$ cat src/rtl/fft_pkg.sv
// ---------------------------------------------------------------------------
// fft_pkg
//
// Shared definitions for the radix-2 FFT pipeline stage buffers:
//   - default transform size, address width and component width
//   - clog2 helper used to derive address widths from a point count
//   - state encoding for the stage write-side controller
//
// No ports; imported by the stage read/write address generators and helpers.
// ---------------------------------------------------------------------------
package fft_pkg;

  // Ceiling log2 for a positive integer; clog2(1) = 0, clog2(16) = 4.
  function automatic int clog2(input int value);
    int result;
    result = 0;
    for (int v = value - 1; v > 0; v = v >> 1) begin
      result = result + 1;
    end
    return result;
  endfunction

  localparam int FFT_N_DEFAULT      = 16;
  localparam int FFT_SIZE_DEFAULT   = clog2(FFT_N_DEFAULT);
  localparam int FFT_DATA_W_DEFAULT = 16;

  // Write-side controller states.
  //   ST_IDLE    : no stage open, waiting for start_stage
  //   ST_ARMED   : stage open, no word yet, watchdog parked
  //   ST_WRITING : at least one word written, watchdog running
  //   ST_DONE    : all N words written, start_next_stage being issued
  typedef enum logic [1:0] {
    ST_IDLE    = 2'd0,
    ST_ARMED   = 2'd1,
    ST_WRITING = 2'd2,
    ST_DONE    = 2'd3
  } fft_wr_state_e;

endpackage : fft_pkg

$ cat src/rtl/fft_bit_reverse.sv
// ---------------------------------------------------------------------------
// fft_bit_reverse
//
// Purely combinational bit reversal over SIZE bits: out_bits[i] takes
// in_bits[SIZE-1-i]. Used to map a natural-order word index onto the
// bit-reversed buffer address needed by a DIF stage; equally usable by
// the read-side address generator.
//
// Ports:
//   in_bits   input  [SIZE-1:0]  natural-order index
//   out_bits  output [SIZE-1:0]  bit-reversed index
// ---------------------------------------------------------------------------
module fft_bit_reverse
  import fft_pkg::*;
#(
  parameter int SIZE = FFT_SIZE_DEFAULT
) (
  input  logic [SIZE-1:0] in_bits,
  output logic [SIZE-1:0] out_bits
);

  // Mirror the index so the MSB of the count drives the LSB of the address.
  always_comb begin
    out_bits = '0;
    for (int i = 0; i < SIZE; i++) begin
      out_bits[i] = in_bits[SIZE-1-i];
    end
  end

endmodule : fft_bit_reverse

$ cat src/rtl/fft_stage1_wr_addr_generator.sv
// ---------------------------------------------------------------------------
// fft_stage1_wr_addr_generator
//
// Write side of a radix-2 FFT pipeline stage. A stage is opened by a
// start_stage pulse while idle; the butterfly results then arrive as a
// stream of words (top then bottom of each butterfly), each flagged by
// in_valid. Every accepted word is registered and presented to the stage
// buffer one cycle later on en_wr / wr_ptr / wr_re / wr_im. After the N-th
// write the block pulses start_next_stage for one cycle and returns idle.
//
// Protocol checking:
//   err_unexpected  sticky, a word arrived while idle or after the stage
//                   had already collected N words (the word is dropped)
//   err_timeout     sticky, the stream stalled for TIMEOUT cycles after
//                   writing began; the stage is abandoned without
//                   start_next_stage
// Both flags clear on the next accepted start_stage or on reset.
//
// Build option:
//   FFT_WR_BITREV_EN  when defined, the buffer is loaded in bit-reversed
//                     order (wr_ptr = bitrev(count)); otherwise the load
//                     is in natural order (wr_ptr = count). Timing is
//                     identical in both builds.
//
// Parameters:
//   N        points per stage, power of two, >= 4
//   SIZE     address width, log2(N)
//   DATA_W   width of each real/imaginary component
//   TIMEOUT  max idle cycles between words once writing began; 0 = off
//
// Ports:
//   clk               input              clock
//   rst_n             input              async active-low reset
//   start_stage       input              arm pulse, honoured only when idle
//   in_valid          input              butterfly word valid
//   in_re / in_im     input  [DATA_W-1:0] butterfly word
//   en_wr             output             buffer write enable
//   wr_ptr            output [SIZE-1:0]  buffer write address
//   wr_re / wr_im     output [DATA_W-1:0] registered write data
//   start_next_stage  output             one-cycle pulse after last write
//   err_unexpected    output             sticky protocol error
//   err_timeout       output             sticky watchdog error
//   busy              output             high whenever a stage is open
// ---------------------------------------------------------------------------
module fft_stage1_wr_addr_generator
  import fft_pkg::*;
#(
  parameter int N       = FFT_N_DEFAULT,
  parameter int SIZE    = clog2(N),
  parameter int DATA_W  = FFT_DATA_W_DEFAULT,
  parameter int TIMEOUT = 64
) (
  input  logic              clk,
  input  logic              rst_n,
  input  logic              start_stage,
  input  logic              in_valid,
  input  logic [DATA_W-1:0] in_re,
  input  logic [DATA_W-1:0] in_im,
  output logic              en_wr,
  output logic [SIZE-1:0]   wr_ptr,
  output logic [DATA_W-1:0] wr_re,
  output logic [DATA_W-1:0] wr_im,
  output logic              start_next_stage,
  output logic              err_unexpected,
  output logic              err_timeout,
  output logic              busy
);

  // The word counter carries one bit beyond the address so that reaching
  // N never aliases back onto address 0 within a stage.
  localparam int CNT_W  = SIZE + 1;
  localparam int IDLE_W = (TIMEOUT > 1) ? clog2(TIMEOUT) : 1;

  localparam logic [CNT_W-1:0]  LAST_CNT   = CNT_W'(N - 1);
  localparam logic [IDLE_W-1:0] IDLE_LIMIT = IDLE_W'((TIMEOUT > 0) ? (TIMEOUT - 1) : 0);
  localparam bit                WDOG_EN    = (TIMEOUT != 0);

  fft_wr_state_e     state_q, state_d;
  logic [CNT_W-1:0]  cnt_q, cnt_d;
  logic [IDLE_W-1:0] idle_cnt_q, idle_cnt_d;
  logic              en_wr_q, en_wr_d;
  logic [SIZE-1:0]   wr_ptr_q, wr_ptr_d;
  logic [DATA_W-1:0] wr_re_q, wr_re_d;
  logic [DATA_W-1:0] wr_im_q, wr_im_d;
  logic              start_next_q, start_next_d;
  logic              err_unexp_q, err_unexp_d;
  logic              err_timeout_q, err_timeout_d;

  logic [SIZE-1:0]   wr_addr;
  logic              accept;
  logic              last_word;
  logic              wdog_fire;

  // Buffer address for the word currently being accepted.
`ifdef FFT_WR_BITREV_EN
  fft_bit_reverse #(
    .SIZE (SIZE)
  ) u_bit_reverse (
    .in_bits  (cnt_q[SIZE-1:0]),
    .out_bits (wr_addr)
  );
`else
  assign wr_addr = cnt_q[SIZE-1:0];
`endif

  // A word is only taken while a stage is open and not yet complete.
  assign accept    = in_valid && ((state_q == ST_ARMED) || (state_q == ST_WRITING));
  assign last_word = accept && (cnt_q == LAST_CNT);

  // The watchdog only runs once the first word has landed; idle_cnt_q
  // counts the stalled edges already seen, so it fires on the TIMEOUT-th.
  assign wdog_fire = WDOG_EN && (state_q == ST_WRITING) && !in_valid
                     && (idle_cnt_q == IDLE_LIMIT);

  // State and output registers; everything clears asynchronously so a
  // reset mid-stage drops the buffer interface immediately.
  always_ff @(posedge clk or negedge rst_n) begin
    if (!rst_n) begin
      state_q       <= ST_IDLE;
      cnt_q         <= '0;
      idle_cnt_q    <= '0;
      en_wr_q       <= 1'b0;
      wr_ptr_q      <= '0;
      wr_re_q       <= '0;
      wr_im_q       <= '0;
      start_next_q  <= 1'b0;
      err_unexp_q   <= 1'b0;
      err_timeout_q <= 1'b0;
    end else begin
      state_q       <= state_d;
      cnt_q         <= cnt_d;
      idle_cnt_q    <= idle_cnt_d;
      en_wr_q       <= en_wr_d;
      wr_ptr_q      <= wr_ptr_d;
      wr_re_q       <= wr_re_d;
      wr_im_q       <= wr_im_d;
      start_next_q  <= start_next_d;
      err_unexp_q   <= err_unexp_d;
      err_timeout_q <= err_timeout_d;
    end
  end

  // Next-state logic. start_stage is only looked at in IDLE, so a pulse
  // arriving mid-stage never restarts the count.
  always_comb begin
    state_d = state_q;
    unique case (state_q)
      ST_IDLE: begin
        if (start_stage) state_d = ST_ARMED;
      end
      ST_ARMED: begin
        if (last_word)   state_d = ST_DONE;
        else if (accept) state_d = ST_WRITING;
      end
      ST_WRITING: begin
        if (last_word)      state_d = ST_DONE;
        else if (wdog_fire) state_d = ST_IDLE;
      end
      ST_DONE: begin
        state_d = ST_IDLE;
      end
      default: begin
        state_d = ST_IDLE;
      end
    endcase
  end

  // Next values for the counters and registered outputs. en_wr and
  // start_next_stage default low so they can only ever be one-edge pulses
  // per event; address and data hold between writes.
  always_comb begin
    cnt_d         = cnt_q;
    idle_cnt_d    = idle_cnt_q;
    en_wr_d       = 1'b0;
    wr_ptr_d      = wr_ptr_q;
    wr_re_d       = wr_re_q;
    wr_im_d       = wr_im_q;
    start_next_d  = 1'b0;
    err_unexp_d   = err_unexp_q;
    err_timeout_d = err_timeout_q;

    if (accept) begin
      en_wr_d    = 1'b1;
      wr_ptr_d   = wr_addr;
      wr_re_d    = in_re;
      wr_im_d    = in_im;
      cnt_d      = cnt_q + 1'b1;
      idle_cnt_d = '0;
    end

    unique case (state_q)
      ST_IDLE: begin
        // A word coinciding with the arm pulse is still stray: it is
        // flagged against the freshly cleared error state, not written.
        if (start_stage) begin
          cnt_d         = '0;
          idle_cnt_d    = '0;
          err_timeout_d = 1'b0;
          err_unexp_d   = in_valid;
        end else if (in_valid) begin
          err_unexp_d = 1'b1;
        end
      end
      ST_ARMED: begin
      end
      ST_WRITING: begin
        if (!in_valid && WDOG_EN) begin
          if (wdog_fire) begin
            err_timeout_d = 1'b1;
            idle_cnt_d    = '0;
          end else begin
            idle_cnt_d = idle_cnt_q + 1'b1;
          end
        end
      end
      ST_DONE: begin
        // Any word here is a 17th-style overflow and is dropped.
        start_next_d = 1'b1;
        if (in_valid) err_unexp_d = 1'b1;
      end
      default: begin
      end
    endcase
  end

  assign en_wr            = en_wr_q;
  assign wr_ptr           = wr_ptr_q;
  assign wr_re            = wr_re_q;
  assign wr_im            = wr_im_q;
  assign start_next_stage = start_next_q;
  assign err_unexpected   = err_unexp_q;
  assign err_timeout      = err_timeout_q;
  assign busy             = (state_q != ST_IDLE);

endmodule : fft_stage1_wr_addr_generator

$ cat config.mk
export PLATFORM = sky130hd
export DESIGN_NAME = fft_stage1_wr_addr_generator
export DESIGN_NICKNAME = d
export VERILOG_FILES = /design/src/rtl/fft_pkg.sv /design/src/rtl/fft_bit_reverse.sv /design/src/rtl/fft_stage1_wr_addr_generator.sv
export SDC_FILE = /design/constraint.sdc
export NUM_CORES = 1
export LEC_CHECK = 0
export ABC_AREA = 1
export ABC_CLOCK_PERIOD_IN_PS = 1700
export BUFFER_PORTS_ARGS = -buffer_cell sky130_fd_sc_hd__buf_2
export CORE_UTILIZATION = 50
export DETAILED_ROUTE_END_ITERATION = 8
export HOLD_SLACK_MARGIN = 0.15
export PLACE_DENSITY = 0.79
export SYNTH_ARGS = -nofsm -noshare
export SYNTH_HDL_FRONTEND = slang
export SYNTH_SLANG_ARGS = --single-unit
export TNS_END_PERCENT = 50
$ cat constraint.sdc
create_clock -name clk -period 1.7 [get_ports clk]
set_clock_uncertainty 0.1 [all_clocks]
set_input_delay 0.17 -clock clk [delete_from_list [all_inputs] [get_ports clk]]
set_output_delay 0.17 -clock clk [all_outputs]
set_load 0.02 [all_outputs]
==> results of run 1 <==
==> registers in the layout, summed over array words and instances (netlist names) <==
name	flops
idle_cnt_q	6
state_q	2
err_timeout	1
wr_im	16
en_wr	1
cnt_q	5
start_next_stage	1
err_unexpected	1
wr_re	16
wr_ptr	4
==> cell usage after synthesis (2+ instances only) <==
cell type    n
buf_2        5
nor3_1       2
o21ai_1      2
nor2_1      14
ha_1         7
a21oi_1      3
inv_1       21
nand2_1    142
clkbuf_1     2
dfrtp_1     53
nand3_1     13
o21ai_0     11
==> metrics by stage <==
stage	total power, uW	worst slack (ps)
3_3_place_gp	4570	105
3_5_place_dp	4660	30.0
4_1_cts	5520	16.0
6_report	5790	69.8
5_1_grt	6200	-71.5
2_1_floorplan	3760	166
==> tightest hold or removal path, stage by stage <==
cell           delay, ps
dlygate4sd3_1        520
buf_2                120
buf_12               260
==> layout make-up <==
class | instances | area, um^2 | share of cell area (%)
multi-input cells | 199 | 902 | 26.9
clock buffers | 7 | 96.3 | 2.88
repair buffers | 123 | 863 | 25.8
inverters | 23 | 88.8 | 2.65
well taps | 52 | 65.1 | 1.94
flip-flops and latches | 53 | 1330 | 39.6
clock inverters | 1 | 8.76 | 0.261
==> worst max path at each step <==
stage                               end  slack, ps        from  depth (start not counted)
after floorplan                cnt_q[3]        170  state_q[0]                          8
after global placement         cnt_q[3]        100  state_q[1]                          8
after detailed placement  idle_cnt_q[0]         30  state_q[0]                          8
after CTS                 idle_cnt_q[0]         20  state_q[0]                          8
after global routing           cnt_q[2]        -70  state_q[0]                          7
final                        state_q[0]         70    cnt_q[0]                         11
==> what timing repair did <==
action,in CTS,in global routing
hold endpoints to repair,87,0
gates resized for setup,0,9
hold buffers,35,0
endpoints found under the setup margin,0,39
buffers inserted,0,2
==> cells by family (layout without fill, tap and decap cells) <==
| kind of cell | Yosys count | count (layout) | share of synthesized area, % |
|---|---|---|---|
| buffers and inverters | 32 | 154 | 5.96 |
| AND/OR/NAND/NOR | 172 | 172 | 28.6 |
| flip-flops | 53 | 53 | 56.9 |
| adder cells (fa/ha/maj) | 7 | 7 | 3.76 |
| AO/OA/AOI/OAI | 19 | 19 | 4.35 |
| XOR/XNOR | 1 | 1 | 0.376 |
==> report_power, final <==
part	internal [uW]	switching (uW)
clock network	377	427
registers	1770	300
logic	1070	1840
==> per-layer routing <==
metal / wire length (um) / up-vias / GRT usage, %
li1: - / 1109 / -
met1: 2600 / 1100 / 32.9
met2: 3120 / 94 / 42.0
met3: 374 / 5 / 6.49
met4: 52 / 0 / 6.22
met5: 0 / - / 0
==> summary.txt, run 1 <==
Outcome
  – Outcome: finished clean

Worst setup path
  – CP max stage cell: dfrtp_1
  – Critical path endpoint category: flop
  – Flop2flop setup slack: approximately 70 ps
  – Most used cell, CP: nand2_1
  – Crit path launch type: flop
  – Crit path cell chain: ha_1 > inv_1 > nor3_2 > ha_2 > nand3_1 > nand2_1 > inv_1 > nand2_1 > nand2_1 > nand2_1 > nand2_1
  – WP data arrival: 1740 ps
  – Critical path type: reg2reg
  – Reg2reg start: cnt_q[0]
  – Slowest stage delay, CP: between 300 and 400 ps
  – CP required: approximately 1800 ps
  – R2R Path End: state_q[0]
  – Crit path max-delay family: simple AND/OR/NAND/NOR gates
  – Worst reg2reg path depth: 11
  – Buf+Inv Stages, Crit Path: 2
  – Worst-path maximum fanout: 3

Routing
  – Routed len/inst: around 13 um
  – TritonRoute pass-1 iters: 4
  – Vias per cell: a little over 5
  – Initial DRC Count: 131
  – DRC: 0
  – Routed wire length: slightly above 6 mm
  – ANT nets after route: 0
  – Via Count: approximately 2300

Timing
  – Worst-margin pin slew: about 280 ps
  – Endpoints failing hold: 0
  – Final Max Slew Viols: 0
  – Setup TNS: 0 ps
  – Final min period: roughly 1600 ps
  – Final period util: a little over nine tenths
  – Hold WS: 271 ps
  – Final setup fails: 0
  – Max_slew headroom: ~80%
  – Max Clock Freq: ~0.61 GHz

Clock network
  – H-tree Lvls: 2
  – Maximum buffer depth of the clock tree: 2
  – Latest clock arrival within the worst-skew pair: 310 ps
  – CTS tree: yes
  – CTS Buf Count: 5
  – Clk sink count: 53
  – Worst-path clk slew: ~100 ps
  – CTS Root Cell: clkbuf_8

Power
  – Static Leakage: 0.00189 uW
  – Max VDD drop: between 0.001 and 0.0015 V
  – Power Dens Cells: 1730 nW/um^2

Logic synthesis
  – Post-Syn Area: ~2300 um^2
  – Warnings, synthesis: 0
  – Largest area contributor in the netlist: dfrtp_1
  – Avg Synthesized Cell Area: ~8 um^2
  – Post-synth ARST share: 100%
  – Post-synth EDFFs: 0
  – Main area contributors after synthesis: dfrtp_1, nand2_1, ha_1
  – Sequential fraction of the synthesis area: 56.9%
  – Top_reg_cell synth: dfrtp_1
  – Count of different cell masters after synthesis: 21
  – Gate count after technology mapping: roughly 280
  – Top cell type's share of synthesized area: ~57%
  – Syn nets: roughly 330
  – Post-synthesis register bit count: between 50 and 60

Placed design
  – RD Place Congestion: approximately 0.87
  – Port Buffers: 76
  – Dpl cell area: roughly 2800 um^2
  – Hpwl dp: 3.46 mm
  – Cell count after placement: a little over 400

Floorplan
  – Core Area: 4410 um^2
  – Die ar.: roughly 4900 um^2
  – Die X: 70.3 um
  – Num rows: 24
  – I/O pins: 77
  – Die H: about 70 um
  – Initial Utilization: 52.8%

Layout
  – Filler Cell Count: between 200 and 300
  – Final core area utilization: around 76%
  – Nets: between 400 and 500
  – Final Instance Count excl. Fillers: around 460
  – Most frequent cells in the layout: nand2_1, buf_2, dfrtp_1, dlygate4sd3_1, inv_1
  – Diodes inserted: 0
  – Final Cell Area: around 3400 um^2
  – Layout cells sized above 1: between 20% and 30%
  – Area Overhead vs Synth: 43.8%
  – Leading cell type in the layout, fill and taps excluded: nand2_1

Min path
  – Min-delay worst type: in2async

Global routing
  – First-pass GRT wire length: 9.71 mm
  – Grt total ovfl: 0
  – Vias in the first global route: around 2100
  – All-Layer GR Usage: 25.2%
  – Largest net degree at the start of global routing: 54
  – Initial antenna violation count: 0

Job
  – Max capacitance violation total: 0
Note: power is estimated with default switching activity, not from simulation.
==> inputs of run 2 (changes only) <==
- ABC_CLOCK_PERIOD_IN_PS: 1700 -> 1450
- CORE_MARGIN: not set -> 5
- CORE_UTILIZATION: 50 -> 45
- PLACE_DENSITY: 0.79 -> 0.75
- clock period: 1.7 -> 1.45 ns (I/O delays scaled with it)
==> run 2 against run 1 <==
The run now ends with setup timing left. Fmax rose by 1.5%. Flip-flop and latch count did not move. Sequential share of layout area fell by 5.5 points. Die area rose by 36%. Largest cell class unchanged.
==> summary.txt, run 2 (synthesized netlist as in run 1, its figures left out) <==
Outcome
  – Outcome: complete, but fails checks
  – Failing checks: setup timing

Worst setup path
  – WP data arrival: around 1700 ps
  – CP required: around 1600 ps
  – Most used cell, CP: nand2_1
  – CP max stage cell: dfrtp_1
  – Critical path endpoint category: flop
  – WP depth: 11
  – Critical path type: reg2reg
  – Crit path cell chain: ha_2 > inv_2 > nor3_4 > ha_2 > nand3_2 > nand2_1 > inv_2 > nand2_4 > nand2_2 > nand2_1 > nand2_1
  – Worst reg2reg path depth: 11
  – Buf+Inv Stages, Crit Path: 2
  – Worst-path maximum fanout: 3
  – Crit path max-delay family: simple AND/OR/NAND/NOR gates
  – Slowest stage delay, CP: roughly 380 ps
  – Crit path launch type: flop

Layout
  – Diodes inserted: 0
  – Layout cells sized above 1: a little over two fifths
  – Nets: around 470
  – Filler Cell Count: 312
  – Area Overhead vs Synth: 67.1%
  – Final Instance Count excl. Fillers: 502
  – Most frequent cells in the layout: nand2_1, buf_2, dfrtp_1, dlygate4sd3_1, nand2_2
  – Leading cell type in the layout, fill and taps excluded: nand2_1

Global routing
  – Grt total ovfl: 0
  – All-Layer GR Usage: 20.2%
  – Initial antenna violation count: 0
  – Vias in the first global route: about 2300
  – Largest net degree at the start of global routing: 42
  – First-pass GRT wire length: 10.4 mm

Timing
  – RSZ-0062 raised after global routing: true
  – Final setup fails: 28
  – Max Clock Freq: ~0.62 GHz
  – Setup TNS: -1930 ps
  – Fin worst setup slack: -157 ps
  – Final period util: 111%
  – Final min period: between 1500 and 2000 ps
  – Final Max Slew Viols: 0
  – Endpoints failing hold: 0
  – Worst-margin pin slew: around 320 ps
  – Max_slew headroom: roughly four fifths

Floorplan
  – Die ar.: ~6700 um^2
  – Die H: just over 80 um
  – I/O pins: 77
  – Die X: roughly 80 um
  – Core Area: about 5100 um^2
  – Num rows: 26
  – Initial Utilization: a little under half

Job
  – Max capacitance violation total: 0

Clock network
  – CTS tree: yes
  – H-tree Lvls: 2
  – CTS Buf Count: 5
  – Latest clock arrival within the worst-skew pair: ~300 ps
  – CTS Root Cell: clkbuf_8
  – Clk sink count: 53
  – Maximum buffer depth of the clock tree: 2
  – Worst-path clk slew: 100 ps

Power
  – Clock power frac: between 10 and 15%
  – Max VDD drop: about 0.0013 V
  – Total power: around 8100 uW
  – Reg power frac: 30.5%
  – Combinational Power Share: between 50% and 60%
  – Internal Power: 4490 uW
  – Power Dens Cells: roughly 2100 nW/um^2
  – Static Leakage: between 0.002 and 0.0025 uW
  – Switching pwr: between 3000 and 4000 uW
  – Sw frac: between 40 and 50%

Routing
  – TritonRoute pass-1 iters: 5
  – Via Count: between 2000 and 2500
  – Routed wire length: between 7 and 8 mm
  – ANT nets after route: 0
  – Routed len/inst: approximately 15 um
  – DRC: 0
  – Initial DRC Count: 100
  – Vias per cell: 4.87

Placed design
  – Hpwl dp: 4.04 mm
  – RD Place Congestion: slightly below 0.9
  – Port Buffers: between 70 and 80
  – Pre-CTS setup slack: -127 ps
  – Cell count after placement: roughly 440

Min path
  – Min-delay worst type: in2async
run 2: repair_timing:
item	4_1_cts	5_1_grt
setup endpoints to repair	45	50
hold endpoints to repair	86	0
cloned	0	5
resized for setup	13	91
pin swaps	3	13
hold buffers	35	0
setup buffers	5	6
run 2: stage by stage:
stage / hold WS (ps) / area, um^2 / util, %
floorplan: -251 / 2360 / -
global placement: -41.2 / 2950 / 58.2
detailed placement: -40.8 / 2950 / 58.2
CTS: 170 / 3460 / 68.2
global route: 168 / 3890 / 76.7
finish: 159 / 3890 / 76.7
run 2: path summary, 6_finish.rpt:
kind	startpoint	slack [ps]	endpoint
worst max-delay path	cnt_q[0]	-160	state_q[1]
worst min-delay path	rst_n	160	err_unexpected
worst max register to register	cnt_q[0]	-160	state_q[1]
worst min register to register	wr_im[3]	380	wr_im[3]
max in group asynchronous	rst_n	580	wr_im[2]
min in group clk	in_valid	240	state_q[0]
run 2: layer usage:
metal / GRT usage [%] / share of wire, %
met5: 0 / 0
met4: 6.15 / 2.1
met3: 5.70 / 6.7
met2: 33.8 / 52
met1: 25.4 / 40
run 2: cell type report:
cell class                      count  area [um^2]  area share, %
Clock buffer                        6         72.6           1.86
Clock inverter                      2         15.0          0.386
Inverter                           23          105           2.70
Multi-Input combinational cell    199         1100           28.3
Sequential cell                    53         1330           34.1
Tap cell                           70         87.6           2.25
Timing Repair Buffer              148         1180           30.2
Timing Repair inverter              1         8.76          0.225
run 2: power by group through the flow:
stage          clock (uW)  sequential (uW)  combinational, uW
6_report              826             2460               4780
5_1_grt               917             2520               5140
4_1_cts               842             2420               3580
3_5_place_dp            0             2420               3310
3_3_place_gp            0             2420               3230
2_1_floorplan           0             3030               1430
==> inputs of run 3 (changes only) <==
- ABC_CLOCK_PERIOD_IN_PS: 1450 -> 1900
- BUFFER_PORTS_ARGS: -buffer_cell sky130_fd_sc_hd__buf_2 -> not set
- CORE_UTILIZATION: 45 -> 65
- DONT_BUFFER_PORTS: not set -> 1
- PLACE_DENSITY: 0.75 -> 0.81
- clock period: 1.45 -> 1.9 ns (I/O delays scaled with it)
==> run 3 against run 2 <==
Sequential share of layout area grew 13 points. Critical path type unchanged. The run now ends clean. Via count decreased by 21%. Clock-buffer cell count stayed put. Cell area fell by 27%. Highest routed layer unchanged. Combinational power is 69% lower. Worst setup slack gained 290 ps. Non-clock buffer count decreased by 105. Register-to-register slack better by 290 ps. Sequential power shrank 2%. Flip-flop and latch count did not move. Clock power decreased by 41%. First-iteration DRC count shrank 18%.
==> summary.txt, run 3 (synthesized netlist as in run 1, its figures left out) <==
Clock network
  – Latest clock arrival within the worst-skew pair: ~370 ps
  – CTS tree: yes
  – H-tree Lvls: 2
  – Clk sink count: 53
  – Maximum buffer depth of the clock tree: 2
  – Worst-path clk slew: 150 ps
  – CTS Root Cell: clkbuf_4
  – CTS Buf Count: 5

Global routing
  – All-Layer GR Usage: between 20% and 30%
  – Largest net degree at the start of global routing: 54
  – First-pass GRT wire length: ~9 mm
  – Initial antenna violation count: 0
  – Vias in the first global route: about 1900
  – Grt total ovfl: 0

Floorplan
  – I/O pins: between 70 and 80
  – Die ar.: approximately 5000 um^2
  – Die H: ~70 um
  – Initial Utilization: around two thirds
  – Die X: around 70 um
  – Core Area: about 3400 um^2
  – Num rows: 21

Placed design
  – Port Buffers: 0
  – RD Place Congestion: about 0.86
  – Hpwl dp: about 3.2 mm

Worst setup path
  – Buf+Inv Stages, Crit Path: 3
  – Most used cell, CP: nand2_1
  – R2R Path End: wr_re[1]
  – Critical path endpoint category: flop
  – WP data arrival: between 1500 and 2000 ps
  – Crit path cell chain: inv_1 > ha_1 > nand2_2 > clkinv_2 > buf_4 > nand2_1 > nand2_1
  – Crit path max-delay family: buffers and inverters
  – CP required: 2060 ps
  – Slowest stage delay, CP: ~450 ps
  – Worst reg2reg path depth: 7
  – Reg2reg start: state_q[1]
  – CP max stage cell: dfrtp_1
  – Flop2flop setup slack: roughly 130 ps
  – Critical path type: reg2reg
  – Worst-path maximum fanout: 18
  – Crit path launch type: flop

Timing
  – Final Max Slew Viols: 0
  – Setup TNS: 0 ps
  – Max_slew headroom: between 80 and 90%
  – Hold WS: 214 ps
  – Endpoints failing hold: 0
  – Final min period: around 1800 ps
  – Max Clock Freq: between 0.5 and 0.6 GHz
  – Final period util: between 90% and 100%
  – Worst-margin pin slew: 259 ps
  – Final setup fails: 0

Routing
  – Initial DRC Count: between 80 and 90
  – ANT nets after route: 0
  – DRC: 0
  – Vias per cell: 5.20
  – Routed wire length: roughly 5.4 mm
  – TritonRoute pass-1 iters: 4
  – Routed len/inst: around 15 um
  – Via Count: a little under 2000

Power
  – Static Leakage: approximately 0.0015 uW
  – Max VDD drop: roughly 0.0010 V
  – Power Dens Cells: about 1500 nW/um^2

Layout
  – Nets: approximately 370
  – Final core area utilization: a little over 80%
  – Leading cell type in the layout, fill and taps excluded: nand2_1
  – Area Overhead vs Synth: 21.6%
  – Layout cells sized above 1: 6.13%
  – Diodes inserted: 0
  – Most frequent cells in the layout: nand2_1, dfrtp_1, dlygate4sd3_1, inv_1, nor2_1
  – Filler Cell Count: around 190

Outcome
  – Outcome: finished clean

Min path
  – Min-delay worst type: in2async

Job
  – Max capacitance violation total: 0
[run 3: final cells by class]
class                           count  area [um^2]  share of cell area (%)
Tap cell                           46         57.6                    2.03
Sequential cell                    53         1330                    46.9
Inverter                           23         87.6                    3.09
Multi-Input combinational cell    199          867                    30.6
Clock buffer                        6         41.3                    1.46
Timing Repair Buffer               43          438                    15.5
Clock inverter                      2         13.8                   0.486
[run 3: routing by layer]
metal | track usage (%) | routed length, um | vias to the layer above
li1 | - | - | 952
met5 | 0 | 0 | -
met4 | 6.81 | 87 | 0
met2 | 39.0 | 2780 | 86
met3 | 7.32 | 458 | 8
met1 | 28.4 | 2070 | 888
[run 3: report_power, final]
| group | internal (uW) | switching (uW) |
|---|---|---|
| clock network | 149 | 339 |
| logic | 551 | 916 |
| registers | 1580 | 817 |
[run 3: how the worst max path moves through the flow]
stage	from	endpoint	cells after the start
floorplan	state_q[0]	cnt_q[3]	8
global placement	state_q[0]	idle_cnt_q[0]	8
detailed placement	state_q[1]	idle_cnt_q[0]	8
CTS	cnt_q[0]	state_q[0]	11
global route	state_q[1]	idle_cnt_q[0]	8
finish	state_q[1]	wr_re[1]	7
[run 3: what timing repair did]
action                                  in CTS  in global routing
resized for setup                            0                  4
hold buffers                                36                  0
hold endpoints to repair                   102                  0
buffers inserted                             0                  2
endpoints found under the setup margin       0                  6
[run 3: metrics by stage]
| step | cell area [um^2] | setup slack (ps) | power [uW] | instances |
|---|---|---|---|---|
| floorplan | 2330 | 366 | 3360 | 284 |
| CTS | 2810 | 83.9 | 4260 | 370 |
| finish | 2830 | 132 | 4350 | 372 |
| detailed placement | 2370 | 116 | 3690 | 326 |
| global route | 2830 | -25.5 | 4700 | 372 |
| global placement | 2370 | 198 | 3640 | 326 |
